===== src/rtl/uart_tx_mmio_if.sv =====
// Data-memory port bundle between the MIPS core and the memory-mapped UART.
// The core drives the store strobe, address and store data. The peripheral
// returns its read contribution and the window-select flag.
interface uart_tx_mmio_if;
  logic        memwrite;
  logic [31:0] addr;
  logic [31:0] writedata;
  logic [31:0] readdata;
  logic        sel;

  modport master (
    output memwrite,
    output addr,
    output writedata,
    input  readdata,
    input  sel
  );

  modport slave (
    input  memwrite,
    input  addr,
    input  writedata,
    output readdata,
    output sel
  );
endinterface


===== src/rtl/uart_tx_mmio.sv =====
// Memory-mapped 8N1 UART transmitter. Stored bytes are queued in a small FIFO
// and shifted out LSB first on tx. A STATUS register exposes the FIFO and
// line state to polling code on the core.
module uart_tx_mmio #(
  parameter logic [31:0] BASE_ADDR    = 32'hFFFF_0000,
  parameter int          CLKS_PER_BIT = 16,
  parameter int          FIFO_DEPTH   = 4
) (
  input  logic           clk,
  input  logic           reset,
  uart_tx_mmio_if.slave  bus,
  output logic           tx,
  output logic           busy
);

  localparam int AW = $clog2(FIFO_DEPTH);
  localparam int CW = AW + 1;
  localparam int TW = $clog2(CLKS_PER_BIT);

  typedef enum logic [1:0] {IDLE, START, DATA, STOP} state_t;

  state_t         state, state_nxt;
  logic [TW-1:0]  timer, timer_nxt;
  logic [2:0]     bitidx, bitidx_nxt;
  logic [7:0]     shift, shift_nxt;
  logic           tx_d, busy_d;
  logic           pop;

  logic [7:0]     mem [FIFO_DEPTH];
  logic [AW-1:0]  wptr, rptr;
  logic [CW-1:0]  count;
  logic           ovf;

  logic [1:0]     off;
  logic           wr, push, push_ok, clr_ovf, full, empty, bit_end;
  logic [7:0]     head;
  logic [31:0]    cnt_ext;
  logic [31:0]    status;
  logic           unused_ok;

  // Register window decode; addr[1:0] is a byte offset within the word and is ignored.
  assign off      = bus.addr[3:2];
  assign bus.sel  = (bus.addr[31:4] == BASE_ADDR[31:4]);
  assign wr       = bus.sel & bus.memwrite;
  assign push     = wr && (off == 2'd0);
  assign clr_ovf  = wr && (off == 2'd1);

  assign full     = (count == CW'(FIFO_DEPTH));
  assign empty    = (count == '0);
  // A push at full still lands when the transmitter frees a slot in the same cycle.
  assign push_ok  = push && (!full || pop);
  assign head     = mem[rptr];
  assign bit_end  = (timer == TW'(CLKS_PER_BIT - 1));

  // Count field is a fixed 4-bit slot regardless of FIFO depth.
  assign cnt_ext  = 32'(count);
  assign status   = {20'd0, cnt_ext[3:0], 4'd0, ovf, busy, empty, full};
  assign bus.readdata = (bus.sel && (off == 2'd1)) ? status : 32'd0;

  assign unused_ok = ^{bus.writedata[31:8], bus.addr[1:0], cnt_ext[31:4]};

  // FIFO storage; contents need no reset because the pointers define validity.
  always_ff @(posedge clk) begin
    if (push_ok && !reset) mem[wptr] <= bus.writedata[7:0];
  end

  // FIFO pointers, occupancy and the sticky overflow flag.
  always_ff @(posedge clk) begin
    if (reset) begin
      wptr  <= '0;
      rptr  <= '0;
      count <= '0;
      ovf   <= 1'b0;
    end else begin
      if (push_ok) wptr <= wptr + 1'b1;
      if (pop)     rptr <= rptr + 1'b1;
      count <= count + {{AW{1'b0}}, push_ok} - {{AW{1'b0}}, pop};
      if (clr_ovf)              ovf <= 1'b0;
      else if (push && !push_ok) ovf <= 1'b1;
    end
  end

  // Transmit FSM state register.
  always_ff @(posedge clk) begin
    if (reset) state <= IDLE;
    else       state <= state_nxt;
  end

  // Bit timer and bit index are control and return to zero on reset.
  always_ff @(posedge clk) begin
    if (reset) begin
      timer  <= '0;
      bitidx <= '0;
    end else begin
      timer  <= timer_nxt;
      bitidx <= bitidx_nxt;
    end
  end

  // Shift register holds frame data only, so it is left out of reset.
  always_ff @(posedge clk) begin
    shift <= shift_nxt;
  end

  // Registered line outputs so tx is glitch-free.
  always_ff @(posedge clk) begin
    if (reset) begin
      tx   <= 1'b1;
      busy <= 1'b0;
    end else begin
      tx   <= tx_d;
      busy <= busy_d;
    end
  end

  // Next-state logic: frame sequencing, FIFO pops and bit timing.
  always_comb begin
    state_nxt  = state;
    timer_nxt  = bit_end ? '0 : timer + 1'b1;
    bitidx_nxt = bitidx;
    shift_nxt  = shift;
    pop        = 1'b0;
    case (state)
      IDLE: begin
        timer_nxt = '0;
        if (!empty) begin
          pop       = 1'b1;
          shift_nxt = head;
          state_nxt = START;
        end
      end
      START: begin
        if (bit_end) begin
          bitidx_nxt = '0;
          state_nxt  = DATA;
        end
      end
      DATA: begin
        if (bit_end) begin
          shift_nxt = {1'b0, shift[7:1]};
          if (bitidx == 3'd7) state_nxt = STOP;
          else                bitidx_nxt = bitidx + 1'b1;
        end
      end
      STOP: begin
        if (bit_end) begin
          // Queued bytes chain straight into the next start bit.
          if (!empty) begin
            pop       = 1'b1;
            shift_nxt = head;
            state_nxt = START;
          end else begin
            state_nxt = IDLE;
          end
        end
      end
      default: state_nxt = IDLE;
    endcase
  end

  // Output decode from the upcoming state so tx/busy register in step with it.
  always_comb begin
    tx_d   = 1'b1;
    busy_d = 1'b1;
    case (state_nxt)
      IDLE:    busy_d = 1'b0;
      START:   tx_d   = 1'b0;
      DATA:    tx_d   = shift_nxt[0];
      default: ;
    endcase
  end

endmodule

===== src/flat_wrapper.sv =====
// flat-port wrapper written by rule: the top's interface ports become plain ports
module uart_tx_mmio_flat 
#(
  parameter logic [31:0] BASE_ADDR    = 32'hFFFF_0000,
  parameter int          CLKS_PER_BIT = 16,
  parameter int          FIFO_DEPTH   = 4
)
  (clk, reset, tx, busy, bus_memwrite, bus_addr, bus_writedata, bus_readdata, bus_sel);
  uart_tx_mmio_if bus_i ();
  input  logic clk;
  input  logic reset;
  output logic tx;
  output logic busy;
  input wire logic [$bits(bus_i.memwrite)-1:0] bus_memwrite;
  input wire logic [$bits(bus_i.addr)-1:0] bus_addr;
  input wire logic [$bits(bus_i.writedata)-1:0] bus_writedata;
  output wire logic [$bits(bus_i.readdata)-1:0] bus_readdata;
  output wire logic [$bits(bus_i.sel)-1:0] bus_sel;
  assign bus_i.memwrite = bus_memwrite;
  assign bus_i.addr = bus_addr;
  assign bus_i.writedata = bus_writedata;
  assign bus_readdata = bus_i.readdata;
  assign bus_sel = bus_i.sel;
  uart_tx_mmio #(.BASE_ADDR(BASE_ADDR), .CLKS_PER_BIT(CLKS_PER_BIT), .FIFO_DEPTH(FIFO_DEPTH)) u_core (.clk(clk), .reset(reset), .bus(bus_i), .tx(tx), .busy(busy));
endmodule

===== config.mk =====
export PLATFORM = sky130hd
export DESIGN_NAME = uart_tx_mmio_flat
export DESIGN_NICKNAME = d
export VERILOG_FILES = /design/src/rtl/uart_tx_mmio_if.sv /design/src/rtl/uart_tx_mmio.sv /design/src/flat_wrapper.sv
export SDC_FILE = /design/constraint.sdc
export NUM_CORES = 1
export LEC_CHECK = 0
export ABC_AREA = 1
export CAP_MARGIN = 10
export CORE_MARGIN = 1
export CORE_UTILIZATION = 47
export DETAILED_ROUTE_END_ITERATION = 10
export PLACE_DENSITY = 0.92
export SETUP_SLACK_MARGIN = 0.2
export SLEW_MARGIN = 20
export SYNTH_ARGS = -nofsm -noshare
export SYNTH_HDL_FRONTEND = slang
export SYNTH_SLANG_ARGS = --single-unit

===== constraint.sdc =====
create_clock -name clk -period 2.9 [get_ports clk]
set_clock_uncertainty 0.05 [all_clocks]
set_input_delay 0.725 -clock clk [delete_from_list [all_inputs] [get_ports clk]]
set_output_delay 0.725 -clock clk [all_outputs]
set_load 0.02 [all_outputs]

==> results.yml <==
sta:
  grt_setup_unrepaired: "yes"
  finalCritPeriodShare_pct: 91.5
  period_needed_ns: 2.65
  hold_viol_final: 0
  report.final.slew_viol_count: 0
  clock.fmax_mhz: 377
  setup_viol: 0
  setup-tns-final_ns: 0
  relSlewSlack_pct: 63.7
  worst_pin_slew_ns: 0.543
cts:
  cts-hold-fix-buffers: 0
  cts_tree: "built"
  cts_buffers: 9
  clk_latency_ns: 0.34
  clock_sinks: 61
  clkTransAtPathRegs_ns: 0.06
  cts_max_path_buffers: 2
  htreeDepth: 3
  cts_root_buf: "clkbuf_8"
place:
  detailed_place_hpwl_mm: 4.78
  io_buffers: 50
  gp_congestion: 0.793
  dp.cells: 507
  place_area_mm2: 0.00389
flow_run:
  drv_cap: 0
synthesis:
  synth-compound-area-share_pct: 9.48
  synth_cell_types: 37
  yosys_warnings: 0
  synth_top_area_share_pct: 35.6
  synth_top_family_by_area: "simple AND/OR/NAND/NOR gates"
  synth_area_mm2: 0.00329
  yosysTopAreaCell: "edfxtp_1"
  synthAdderAreaFrac_pct: 5.94
  synth.area.mux_share_pct: 0
  ys_seq_elements: 61
  netlist_instances: 368
  synth_area_leaders: "edfxtp_1, dfxtp_1, nor2_1"
  synthSimpleGateAreaFrac_pct: 23.0
  synthXorXnorAreaFrac_pct: 0.799
  syn-mean-instance-area_um2: 8.93
  ys_seq_area_share_pct: 49.0
worst_setup_path:
  path_depth: 9
  r2r_cells: 13
  critPathBufInv: 2
  worstPathArrival_ns: 1.88
  crit_path_start_kind: "input pin"
  max_stage_delay_ns: 0.24
  endpoint_kind: "output pin"
  crit_chain: "dlygate4sd2_1, nor2_1, nand2_1, nor2_2, nand2_2, nor2_4, nand2_4, nor4_2, buf_4"
  required_ns: 2.12
  crit_slowest_cell: "dlygate4sd2_1"
  critPathKind: "in -> out"
  cp_max_fo: 7
  critPathTopFamily: "simple AND/OR/NAND/NOR gates"
detailed_routing:
  drtIter0Drc: 251
  ant_nets: 0
  num_vias: 2699
  viasPerCell: 5.08
  post_drt_wl_per_cell_um: 12.7
  first_pass_iters: 5
  drc: 0
  wl_mm: 6.74
floorplan:
  ios: 102
  dieWidth_um: 85.6
  fp.coreArea_mm2: 0.00676
  die-height_um: 85.6
  initial_utilization_pct: 48.6
  dieArea_mm2: 0.00733
  rows: 30
grt:
  grt.total_usage_pct: 19.6
  overflow: 0
  antenna_found_initial: 0
  grt_max_degree: 18
  grt_pass1_wl_mm: 11.2
  grt_pass1_vias: 2578
power_and_ir_drop:
  pwr-share-clk_pct: 36.9
  combPwrFrac_pct: 17.0
  p_seq_share_pct: 46.1
  leakagePower_nw: 1.80
  power.density_mw_per_mm2: 537
  p_sw_mw: 0.589
  p_sw_share_pct: 26.6
  ir_worst_vdd_uv: 463
  internal_power_mw: 1.62
cells_and_area:
  nNetsFinal: 528
  antenna-diode-count: 0
  final_area_mm2: 0.00412
  layout-drive-gt1-share_pct: 18.6
  syn2layout_area_growth_pct: 25.4
  stdcell_count: 531
  final_core_util_pct: 61.0
outcome:
  status: "complete, no violations"
worst_hold_path:
  hold_path.class: "reg -> reg"
  hold_depth: 1
repair_timing:
| action | CTS | global route |
|---|---|---|
| gates resized for setup | 71 | 2 |
| setup endpoints to repair | 8 | 8 |
| hold endpoints to repair | 0 | 0 |
| buffers inserted | 8 | 0 |
| pin swaps | 6 | 0 |
cells in the final DEF (no fill, tap or decap), types with 2 or more instances in the layout:
cell type        synthesis  routed
inv_1                   35      34
ha_1                    14      14
nor2_4                   2       3
inv_2                    7       8
o21ai_0                 17      17
buf_2                    5       5
buf_4                   25      26
nand4_1                  5       5
o22ai_1                  7       7
nand2_2                  2       5
xor2_1                   2       2
bufinv_16                0       2
clkbuf_8                 0       9
a21oi_1                 14      14
dlygate4sd2_1            0      28
nor2_1                  68      66
dfxtp_1                 22      21
nor2_2                   7       8
nand2_4                  3       4
conb_1                   1      25
nand3_1                 11      11
nand2_1                 52      48
o21ai_1                 14      14
clkdlybuf4s50_1          0      14
edfxtp_1                39      39
clkinv_1                 0       3
power by group through the flow:
stage	clock [mW]	combinational [mW]	sequential, mW
2_1_floorplan	0	0.259	1.04
3_3_place_gp	0	0.355	1.04
3_5_place_dp	0	0.373	1.04
4_1_cts	0.822	0.371	1.02
5_1_grt	0.861	0.423	1.03
6_report	0.815	0.377	1.02
registers in the layout, summed over array words and instances, names as in the netlist, named ones only:
name,count
u_core.mem,32
u_core.shift,8
u_core.timer,4
u_core.bitidx,3
u_core.count,3
u_core.rptr,2
u_core.state,2
u_core.wptr,2
u_core.busy,1
u_core.ovf,1
u_core.tx,1
worst register-to-register path, cell delays in order, from the launching register on:
cell	delay [ns]
dfxtp_1	0.37
inv_1	0.14
ha_1	0.22
inv_1	0.13
nand2_1	0.16
nand4_4	0.17
inv_2	0.07
ha_1	0.27
inv_1	0.06
ha_1	0.15
inv_1	0.05
fa_1	0.38
o21ai_0	0.19
a21oi_1	0.05
Yosys cell counts (all sizes together):
library cell  number
nand2             57
nand4              6
o221ai             1
inv               43
o21ai             32
o2111ai            1
conb               1
xnor2              1
nor2              78
edfxtp            39
nand3             13
and2               1
ha                14
o22ai              7
nor4               1
nand3b             1
xor2               2
buf               30
fa                 1
dfxtp             22
clkbuf             1
a21oi             15
or2                1
metal layers:
| metal | GRT usage (%) | share of wire (%) | vias up |
|---|---|---|---|
| met4 | 6.52 | 1.5 | 0 |
| met1 | 21.4 | 40 | 1236 |
| met3 | 5.20 | 6.3 | 13 |
| li1 | - | - | 1316 |
| met5 | 0 | 0 | - |
| met2 | 36.7 | 53 | 134 |
final timing paths:
path	start	end	slack, ns
worst max-delay path	bus_addr[15]	bus_readdata[0]	0.25
worst max register to register	u_core.state[1]$_SDFF_PP0_	u_core.count[2]$_SDFF_PP0_	0.33
worst min-delay path	u_core.timer[0]$_SDFF_PP0_	u_core.timer[0]$_SDFF_PP0_	0.39
worst min register to register	u_core.timer[0]$_SDFF_PP0_	u_core.timer[0]$_SDFF_PP0_	0.39
final cells by class:
class | count | area, µm²
sequential | 61 | 1610
inverter | 43 | 164
clock inverter | 7 | 88.8
tap | 80 | 100
fill | 546 | 2640
clock buffer | 9 | 124
timing repair buffer | 74 | 617
multi-input combinational | 257 | 1420
cells by family (layout without fill, tap and decap cells):
group,Yosys count,after routing
DFF,61,61
buffers and inverters,74,133
and+or+nand+nor,158,158
adders and majority gates,15,15
AOI/OAI and AO/OA,56,56
xor gates and xnor gates,3,3
other,1,25
stage by stage:
| step | power (mW) | hold WS, ns | setup WS (ns) |
|---|---|---|---|
| 2_1_floorplan | 1.30 | 0.368 | 0.294 |
| 5_1_grt | 2.31 | 0.427 | 0.156 |
| 3_5_place_dp | 1.41 | 0.387 | -0.526 |
| 3_3_place_gp | 1.39 | 0.384 | -0.467 |
| 4_1_cts | 2.21 | 0.400 | 0.224 |
| 6_report | 2.21 | 0.395 | 0.247 |
No activity file was read; power rests on OpenSTA's default activity.
